==> config.mk <==
export PLATFORM = sky130hd
export DESIGN_NAME = m_stage_mem_ctrl
export DESIGN_NICKNAME = d
export VERILOG_FILES = /design/src/rtl/m_stage_mem_ctrl.sv
export SDC_FILE = /design/constraint.sdc
export NUM_CORES = 1
export LEC_CHECK = 0
export ABC_AREA = 1
export CORE_MARGIN = 2
export CORE_UTILIZATION = 40
export CTS_CLUSTER_SIZE = 25
export DETAILED_ROUTE_END_ITERATION = 16
export PLACE_DENSITY = 0.75
export SETUP_SLACK_MARGIN = 0.3
export SKIP_CTS_REPAIR_TIMING = 1
export SLEW_MARGIN = 15
export SYNTH_ARGS = -nofsm -noshare
export SYNTH_HDL_FRONTEND = slang
export SYNTH_SLANG_ARGS = --single-unit
==> constraint.sdc <==
create_clock -name clk -period 2.08 [get_ports clk]
set_input_delay 0.416 -clock clk [delete_from_list [all_inputs] [get_ports clk]]
set_output_delay 0.416 -clock clk [all_outputs]
set_load 0.02 [all_outputs]
==> src/rtl/m_stage_mem_ctrl.sv <==
// m_stage_mem_ctrl -- memory stage of the five-stage MIPS pipeline.
// Holds the E->M pipeline register, decodes the held instruction for
// forwarding and write-back, drives a req/ack data-memory port with byte,
// halfword and word accesses, and raises AdEL/AdES/DBE exceptions.
// Optional feature: define M_CTRL_TIMEOUT_EN to compile in the bus watchdog
// that turns a missing dm_ack into a DBE exception after TIMEOUT_CYC waits.
module m_stage_mem_ctrl #(
  parameter int TIMEOUT_CYC = 16,
  parameter int CNT_W       = $clog2(TIMEOUT_CYC + 1)
) (
  input  logic        clk,
  input  logic        reset_n,
  input  logic        e_valid,
  input  logic [31:0] e_instr,
  input  logic [31:0] e_alu,
  input  logic [31:0] e_rt_data,
  output logic        m_stall,
  output logic        dm_req,
  output logic        dm_we,
  output logic [3:0]  dm_be,
  output logic [31:0] dm_addr,
  output logic [31:0] dm_wdata,
  input  logic        dm_ack,
  input  logic [31:0] dm_rdata,
  output logic [31:0] m_load_data,
  output logic [1:0]  m_t_new,
  output logic [4:0]  m_wreg,
  output logic [1:0]  s_m_grf_wdata,
  output logic        m_grf_we,
  output logic        m_exc,
  output logic [4:0]  m_exc_code
);

  localparam logic [4:0] EXC_ADEL = 5'd4;
  localparam logic [4:0] EXC_ADES = 5'd5;
  localparam logic [4:0] EXC_DBE  = 5'd7;

  // The watchdog needs at least two wait cycles and a counter wide enough
  // to hold TIMEOUT_CYC.
  if (TIMEOUT_CYC < 2 || CNT_W < $clog2(TIMEOUT_CYC + 1)) begin : g_bad_param
    $error("m_stage_mem_ctrl: TIMEOUT_CYC must be >= 2 and CNT_W wide enough");
  end

  typedef enum logic [1:0] {
    S_IDLE  = 2'd0,
    S_WAIT  = 2'd1,
    S_FAULT = 2'd2
  } state_e;

  state_e      state_q, state_d;
  logic        valid_q, valid_d;
  logic [31:0] instr_q, instr_d;
  logic [31:0] alu_q, alu_d;
  logic [31:0] rt_q, rt_d;

  // Stage register advances whenever M is not stalled; a bubble becomes a nop.
  always_comb begin
    // NOTE: every combinational output gets a default first so no path can
    // leave it unassigned and infer a latch.
    valid_d = valid_q;
    instr_d = instr_q;
    alu_d   = alu_q;
    rt_d    = rt_q;
    if (!m_stall) begin
      valid_d = e_valid;
      instr_d = e_valid ? e_instr : 32'd0;
      alu_d   = e_alu;
      rt_d    = e_rt_data;
    end
  end

  // Pipeline register and FSM state; reset parks a nop in M.
  always_ff @(posedge clk or negedge reset_n) begin
    // NOTE: sequential state uses non-blocking assignments so every flop
    // samples its pre-edge inputs regardless of statement order.
    if (!reset_n) begin
      valid_q <= 1'b0;
      instr_q <= 32'd0;
      alu_q   <= 32'd0;
      rt_q    <= 32'd0;
      state_q <= S_IDLE;
    end else begin
      valid_q <= valid_d;
      instr_q <= instr_d;
      alu_q   <= alu_d;
      rt_q    <= rt_d;
      state_q <= state_d;
    end
  end

  // ---------------------------------------------------------------- decode
  logic [5:0] opcode, funct;
  logic [4:0] rt_idx, rd_idx;
  logic       is_rarith, is_imm, is_jal, is_load, is_store;
  logic       acc_byte, acc_half, acc_word, ld_signed;
  logic       unused_bits;

  assign opcode      = instr_q[31:26];
  assign rt_idx      = instr_q[20:16];
  assign rd_idx      = instr_q[15:11];
  assign funct       = instr_q[5:0];
  assign unused_bits = ^{instr_q[25:21], instr_q[10:6]};

  // Classify the held instruction; unknown opcodes, beq and jr do nothing here.
  always_comb begin
    is_rarith = 1'b0;
    is_imm    = 1'b0;
    is_jal    = 1'b0;
    is_load   = 1'b0;
    is_store  = 1'b0;
    acc_byte  = 1'b0;
    acc_half  = 1'b0;
    acc_word  = 1'b0;
    ld_signed = 1'b0;
    if (valid_q) begin
      case (opcode)
        6'b000000: is_rarith = (funct == 6'b100000) || (funct == 6'b100010);
        6'b001101,
        6'b001111: is_imm = 1'b1;
        6'b000011: is_jal = 1'b1;
        6'b100011: begin is_load = 1'b1; acc_word = 1'b1; end
        6'b100000: begin is_load = 1'b1; acc_byte = 1'b1; ld_signed = 1'b1; end
        6'b100100: begin is_load = 1'b1; acc_byte = 1'b1; end
        6'b100001: begin is_load = 1'b1; acc_half = 1'b1; ld_signed = 1'b1; end
        6'b100101: begin is_load = 1'b1; acc_half = 1'b1; end
        6'b101011: begin is_store = 1'b1; acc_word = 1'b1; end
        6'b101000: begin is_store = 1'b1; acc_byte = 1'b1; end
        6'b101001: begin is_store = 1'b1; acc_half = 1'b1; end
        default: ;
      endcase
    end
  end

  logic misalign, mem_ok, timeout, fault;

  assign misalign = (acc_half & alu_q[0]) | (acc_word & (|alu_q[1:0]));
  assign mem_ok   = (is_load | is_store) & ~misalign;

  // --------------------------------------------------------------- watchdog
`ifdef M_CTRL_TIMEOUT_EN
  localparam logic [CNT_W-1:0] LAST_WAIT = CNT_W'(TIMEOUT_CYC - 1);
  logic [CNT_W-1:0] cnt_q, cnt_d;

  // Count WAIT cycles; any other state clears the count.
  always_comb begin
    cnt_d = (state_q == S_WAIT) ? cnt_q + CNT_W'(1) : '0;
  end

  // Watchdog counter register.
  always_ff @(posedge clk or negedge reset_n) begin
    if (!reset_n) cnt_q <= '0;
    else          cnt_q <= cnt_d;
  end

  assign timeout = (state_q == S_WAIT) && (cnt_q == LAST_WAIT);
`else
  assign timeout = 1'b0;
`endif

  // Access FSM: request, stall until ack, optionally fault on timeout.
  always_comb begin
    state_d = state_q;
    dm_req  = 1'b0;
    m_stall = 1'b0;
    fault   = 1'b0;
    case (state_q)
      S_IDLE: begin
        if (mem_ok) begin
          dm_req = 1'b1;
          if (!dm_ack) begin
            m_stall = 1'b1;
            state_d = S_WAIT;
          end
        end
      end
      S_WAIT: begin
        dm_req = 1'b1;
        if (dm_ack) begin
          state_d = S_IDLE;
        end else begin
          m_stall = 1'b1;
          if (timeout) state_d = S_FAULT;
        end
      end
      S_FAULT: begin
        fault   = 1'b1;
        state_d = S_IDLE;
      end
      default: state_d = S_IDLE;
    endcase
  end

  // ------------------------------------------------------------ memory port
  assign dm_we   = dm_req & is_store;
  assign dm_addr = {alu_q[31:2], 2'b00};

  // Byte enables and lane-replicated store data for the current access.
  always_comb begin
    dm_be    = 4'b0000;
    dm_wdata = 32'd0;
    if (dm_req) begin
      if (acc_byte && is_store) dm_be = 4'b0001 << alu_q[1:0];
      else if (acc_half && is_store) dm_be = alu_q[1] ? 4'b1100 : 4'b0011;
      else dm_be = 4'b1111;
    end
    if (is_store) begin
      if (acc_byte)      dm_wdata = {4{rt_q[7:0]}};
      else if (acc_half) dm_wdata = {2{rt_q[15:0]}};
      else               dm_wdata = rt_q;
    end
  end

  // Pick the addressed lane of the read word and extend it.
  logic [7:0]  lane_b;
  logic [15:0] lane_h;
  always_comb begin
    lane_b      = dm_rdata[{alu_q[1:0], 3'b000} +: 8];
    lane_h      = alu_q[1] ? dm_rdata[31:16] : dm_rdata[15:0];
    m_load_data = 32'd0;
    if (is_load) begin
      if (acc_word)      m_load_data = dm_rdata;
      else if (acc_half) m_load_data = {{16{ld_signed & lane_h[15]}}, lane_h};
      else               m_load_data = {{24{ld_signed & lane_b[7]}}, lane_b};
    end
  end

  // ------------------------------------------------- exceptions, write-back
  assign m_exc = misalign | fault;

  // Timeout takes precedence; it only occurs on aligned accesses anyway.
  always_comb begin
    m_exc_code = 5'd0;
    if (fault)         m_exc_code = EXC_DBE;
    else if (misalign) m_exc_code = is_load ? EXC_ADEL : EXC_ADES;
  end

  // Destination register, result source and write enable for forwarding/W.
  always_comb begin
    m_wreg        = 5'd0;
    s_m_grf_wdata = 2'b00;
    if (is_rarith)               m_wreg = rd_idx;
    else if (is_imm || is_load)  m_wreg = rt_idx;
    else if (is_jal)             m_wreg = 5'd31;
    if (is_load)     s_m_grf_wdata = 2'b01;
    else if (is_jal) s_m_grf_wdata = 2'b10;
  end

  assign m_t_new  = {1'b0, is_load};
  assign m_grf_we = (is_rarith | is_imm | is_jal | is_load) & ~m_exc;

endmodule

# Word-level counts from Yosys, hierarchy flattened
# Index checks and enable logic that the tools add are counted.
dict set report totals {
  ff_bits 99
  word_cells 103
  out_inout_bits 119
}
dict set report classes {
  n_reduce_logical 15
  bitwise 15
  eq_ne 18
  n_shift 2
  muxes 48
}
# cell n
set op_table {}
lappend op_table {{$mux W32} 7}
lappend op_table {{$eq A6 B6 Y1 const B} 10}
lappend op_table {{$shiftx A32 B6 Y8} 1}
lappend op_table {{$mux W1} 23}
lappend op_table {{$mux W16} 1}
lappend op_table {{$mux W4} 4}
lappend op_table {{$mux W5} 3}
lappend op_table {{$eq A6 B4 Y1 const B} 2}
lappend op_table {{$mux W2} 5}
lappend op_table {{$reduce_or A3 Y1} 3}
lappend op_table {{$reduce_or A2 Y1} 4}
lappend op_table {{$and A1 B1 Y1} 7}
lappend op_table {{$eq A6 B2 Y1 const B} 1}
lappend op_table {{$logic_not A6 Y1} 1}
lappend op_table {{$mux W3} 2}
lappend op_table {{$ne A2 B2 Y1 const B} 3}
lappend op_table {{$or A1 B1 Y1} 6}
lappend op_table {{$reduce_or A5 Y1} 1}
lappend op_table {{$pmux W1 S2} 2}
lappend op_table {{$pmux W2 S2} 1}
lappend op_table {{$shl A1 B2 Y4 const A} 1}
lappend op_table {{$reduce_and A3 Y1} 1}
lappend op_table {{$eq A2 B1 Y1 const B} 1}
lappend op_table {{$eq A2 B2 Y1 const B} 1}
lappend op_table {{4 further kinds} 7}

# Longest topological paths before layout
dict set report depth {
  ltp_word 11
  ltp_mapped 13
  mapped_depth_nobuf 11
}

# Least setup slack after synthesis
# No wires, ideal clock.
dict set report synth_path {
  path_kind {reg-to-output}
  start {register instr_q[29]}
  end {output m_grf_we}
  path_stages_with_launch 6
  arrival_time_ps 1898
  setup_slack_ps -234
  path_cell_list {dfrtp_1 -> nor2_1 -> nand2_1 -> nor3_1 -> a21oi_1 -> a21oi_1}
}
dict set report synth_between {
  elab_chain_cells 9
  elab_cells_between_ends 36
  classes_between {eq/ne (10); mux (12); bitwise (9); reduce/logical (5)}
}
# item line
set synth_lines {}
lappend synth_lines {{from (decl)} 52} ;# logic [31:0] instr_q, instr_d;
lappend synth_lines {{from (signal assigned)} 84} ;# instr_q <= instr_d;
lappend synth_lines {{$eq A6 B6 Y1} 116} ;# case (opcode)
lappend synth_lines {{$reduce_or A3 Y1 (no line) / $reduce_or A2 Y1 (equally long branches)} -}
lappend synth_lines {{$mux W1} 116}
lappend synth_lines {{$mux W1} 115} ;# if (valid_q) begin
lappend synth_lines {{$and A1 B1 Y1} 136} ;# assign misalign = (acc_half & alu_q[0]) | (acc_word & (|alu_q[1:0]));
lappend synth_lines {{$or A1 B1 Y1} 136}
lappend synth_lines {{$or A1 B1 Y1} 228} ;# assign m_exc = misalign | fault;
lappend synth_lines {{$not A1 Y1} 249} ;# assign m_grf_we = (is_rarith | is_imm | is_jal | is_load) & ~m_exc;
lappend synth_lines {{$and A1 B1 Y1 *} 249}
lappend synth_lines {{to (decl)} 29} ;# output logic m_grf_we,
# Every way passes the cells marked *; elsewhere a longest branch is shown, timed or not.

# Worst setup path in the final report
dict set report layout_path {
  start {register instr_q[30]}
  end {output dm_wdata[9]}
}
dict set report layout_between {
  elab_chain_cells 6
  elab_cells_between_ends 13
  classes_between {eq/ne (5); mux (6); reduce/logical (2)}
}
# item line
set layout_lines {}
lappend layout_lines {{$eq A6 B6 Y1} 116}
lappend layout_lines {{$reduce_or A3 Y1 (no line)} -}
lappend layout_lines {{$mux W1} 116}
lappend layout_lines {{$mux W1} 115}
lappend layout_lines {{$mux W32} 207} ;# if (acc_byte) dm_wdata = {4{rt_q[7:0]}};
lappend layout_lines {{$mux W32 *} 206} ;# if (is_store) begin
lappend layout_lines {{to (decl)} 22} ;# output logic [31:0] dm_wdata,
# Marked as above.

==> flow_summary.toml <==
[place]
io_buffers = 234
dp_hpwl_um = 14100
dp_cells = 1287
dpl_cell_area_um2 = 8940
place.gp.congestion = 0.955
pre_cts_slack_ps = -760

[timing]
setup_tns_ps = -23150
skew_ps = 13.2
fmax_mhz = 395
worstMarginPinSlew_ps = 1020
finalHoldViolations = 0
layout_setup_ws_ps = -450
slew_headroom_pct = 32.2
post-route-period-util_pct = 122
period_needed_ps = 2530
grt_setup_unrepaired = "yes"
finalSetupViolations = 104
slew_viol_final = 0

[cells_and_area]
instances_no_fill = 1353
n_antenna_cell = 0
layout-drive-gt1-share_pct = 37.3
design_area_um2 = 10600
syn_to_final_growth_pct = 84.4
fillers = 986
nets = 1301

[pwr]
powerDensity_nw_per_um2 = 542
p_leak_nw = 5.27
vdd_ir_drop_max_uv = 410

[worst_setup_path]
critPathLaunchType = "register"
worst-path-buf-inv = 6
critPathRequiredTime_ps = 1660
crit_top_cell = "buf_6"
cpPeakStageDelay_ps = 410
path_max_fanout = 8
criticalPathCategory = "reg -> out"
cp-end-kind = "primary output"
worstPathCellList = "buf_6, nor2_4, buf_6, nand3_4, nor2_4, buf_12, clkinvlp_4, buf_6, nand2_4, a21oi_2, buf_6"
arrival_ps = 2110
crit_path_top_delay_cell = "dfrtp_1"
cp_top_family = "buffers and inverters"

[drt]
drt_wl_total_um = 23800
routed_via_density = 5.22
drt_iter0_drc = 620
drc = 0
post_drt_wl_per_cell_um = 17.6
ant_nets = 0
vias = 7056
first_pass_iters = 7

[clock_network]
clk_latency_ps = 350
ctsRootBufferMaster = "clkbuf_16"
path_clk_slew_ps = 70
cts_num_sinks = 88
cts_max_level = 3
clk_path_buf_depth = 2
numCtsBuffers = 9
cts_tree = "built"

[flow_run]
maxCapViolations = 0

[global_routing]
use_met2_pct = 40.5
busiest_layer = "met2"
antenna_found_initial = 0
grtUsageTotal_pct = 24.7
grt_max_degree = 88
grt_use_met1_pct = 30.8
gr-total-overflow = 0
grt_util_met3_pct = 7.55
grt_pass1_wl_um = 29600
first_global_vias = 6143

[die]
ioPinCount = 251
dieArea_um2 = 15300
fp.dieH_um = 124
start_util_pct = 41.1
die_w_um = 124
core_area_um2 = 13900
rows = 43

[yosys]
synthCells = 873
syn-cell-area_um2 = 5730
ys_ff_latch = 88
synth_ff_type = "dfrtp_1"
yosys.cell_count.top_type = "nand2_1"
synth_warnings = 0
synth_cell_types = 28
synth-edff-count = 0
async_flop_share_pct = 100
ys_top_cells_by_count = "nand2_1, nand3_1, nor2_1"
synth-seq-area-share_pct = 38.4
synth_area_leaders = "dfrtp_1, nand2_1, nand3_1"
synth.avg_cell_area_um2 = 6.56
synth_top_area_cell = "dfrtp_1"
synth_top_area_share_pct = 38.4

[status]
outcome = "complete, but fails checks"
violations = "negative setup slack"

[min_path]
holdCritPathClass = "in -> async"
[metrics by stage]
| step | hold WS [ps] | power, mW | utilization (%) |
|---|---|---|---|
| 3_3_place_gp | 414 | 3.42 | 64.2 |
| 3_5_place_dp | 418 | 3.44 | 64.2 |
| 6_report | 26.2 | 5.72 | 75.8 |
| 4_1_cts | 46.4 | 5.23 | 66.5 |
| 2_1_floorplan | 120 | 2.79 | - |
| 5_1_grt | 58.3 | 5.96 | 75.8 |
[power breakdown]
part	internal, mW	switching, mW
clock network	1.09	0.715
registers	1.87	0.142
logic	0.930	0.973
total	3.89	1.83
[state kept, by name, summed over array words and instances (netlist names)]
| signal | count |
|---|---|
| state_q | 1 |
| instr_q | 22 |
| valid_q | 1 |
| alu_q | 32 |
| rt_q | 32 |
[final timing paths]
path / cells past startpoint / slack, ps / to / start
setup / recovery: 11 / -450 / dm_wdata[9] / instr_q[30]$_DFFE_PN0N_
hold / removal: 1 / 30 / alu_q[29]$_DFFE_PN0N_ / reset_n
setup reg to reg: 16 / -90 / rt_q[7]$_DFFE_PN0N_ / instr_q[27]$_DFFE_PN0N_
hold reg to reg: 2 / 510 / alu_q[26]$_DFFE_PN0N_ / alu_q[26]$_DFFE_PN0N_
max in group asynchronous: 2 / 1450 / alu_q[1]$_DFFE_PN0N_ / reset_n
min in group clk: 2 / 510 / alu_q[26]$_DFFE_PN0N_ / alu_q[26]$_DFFE_PN0N_
[metal layers]
layer,share of wire (%),wire (um)
met2,48,11400
met5,0,0
met3,11,2510
met4,4.2,994
met1,37,8900
[layout make-up]
cell class,instances,area [um^2],share of cell area (%)
inverters,77,320,3.03
clock inverters,5,87.6,0.829
flip-flops and latches,88,2210,20.9
multi-input cells,623,3590,34.0
well taps,180,225,2.13
repair inverters,1,7.51,0.0711
repair buffers,369,3880,36.8
clock buffers,10,239,2.26
[cells in the final DEF (no fill, tap or decap), types with 19 or more instances in the layout]
cell type and instances:
nand2_1 250, clkdlybuf4s50_1 150, buf_4 94, nand3_1 89, dfrtp_1 82, buf_6 79
inv_1 59, nor2_1 51, nor2_4 35, nand2_2 34, a21oi_2 23, clkbuf_16 19
[cell families (layout without fill, tap and decap cells)]
| kind of cell | count (synthesis) | after routing | synth area share, % |
|---|---|---|---|
| AO/OA/AOI/OAI | 91 | 91 | 9.02 |
| AND/OR/NAND/NOR | 526 | 526 | 38.1 |
| flip-flops | 88 | 88 | 38.4 |
| other | 1 | 6 | 0.0655 |
| buffers and inverters | 167 | 462 | 14.4 |
Power figures use the tool's default switching activity.
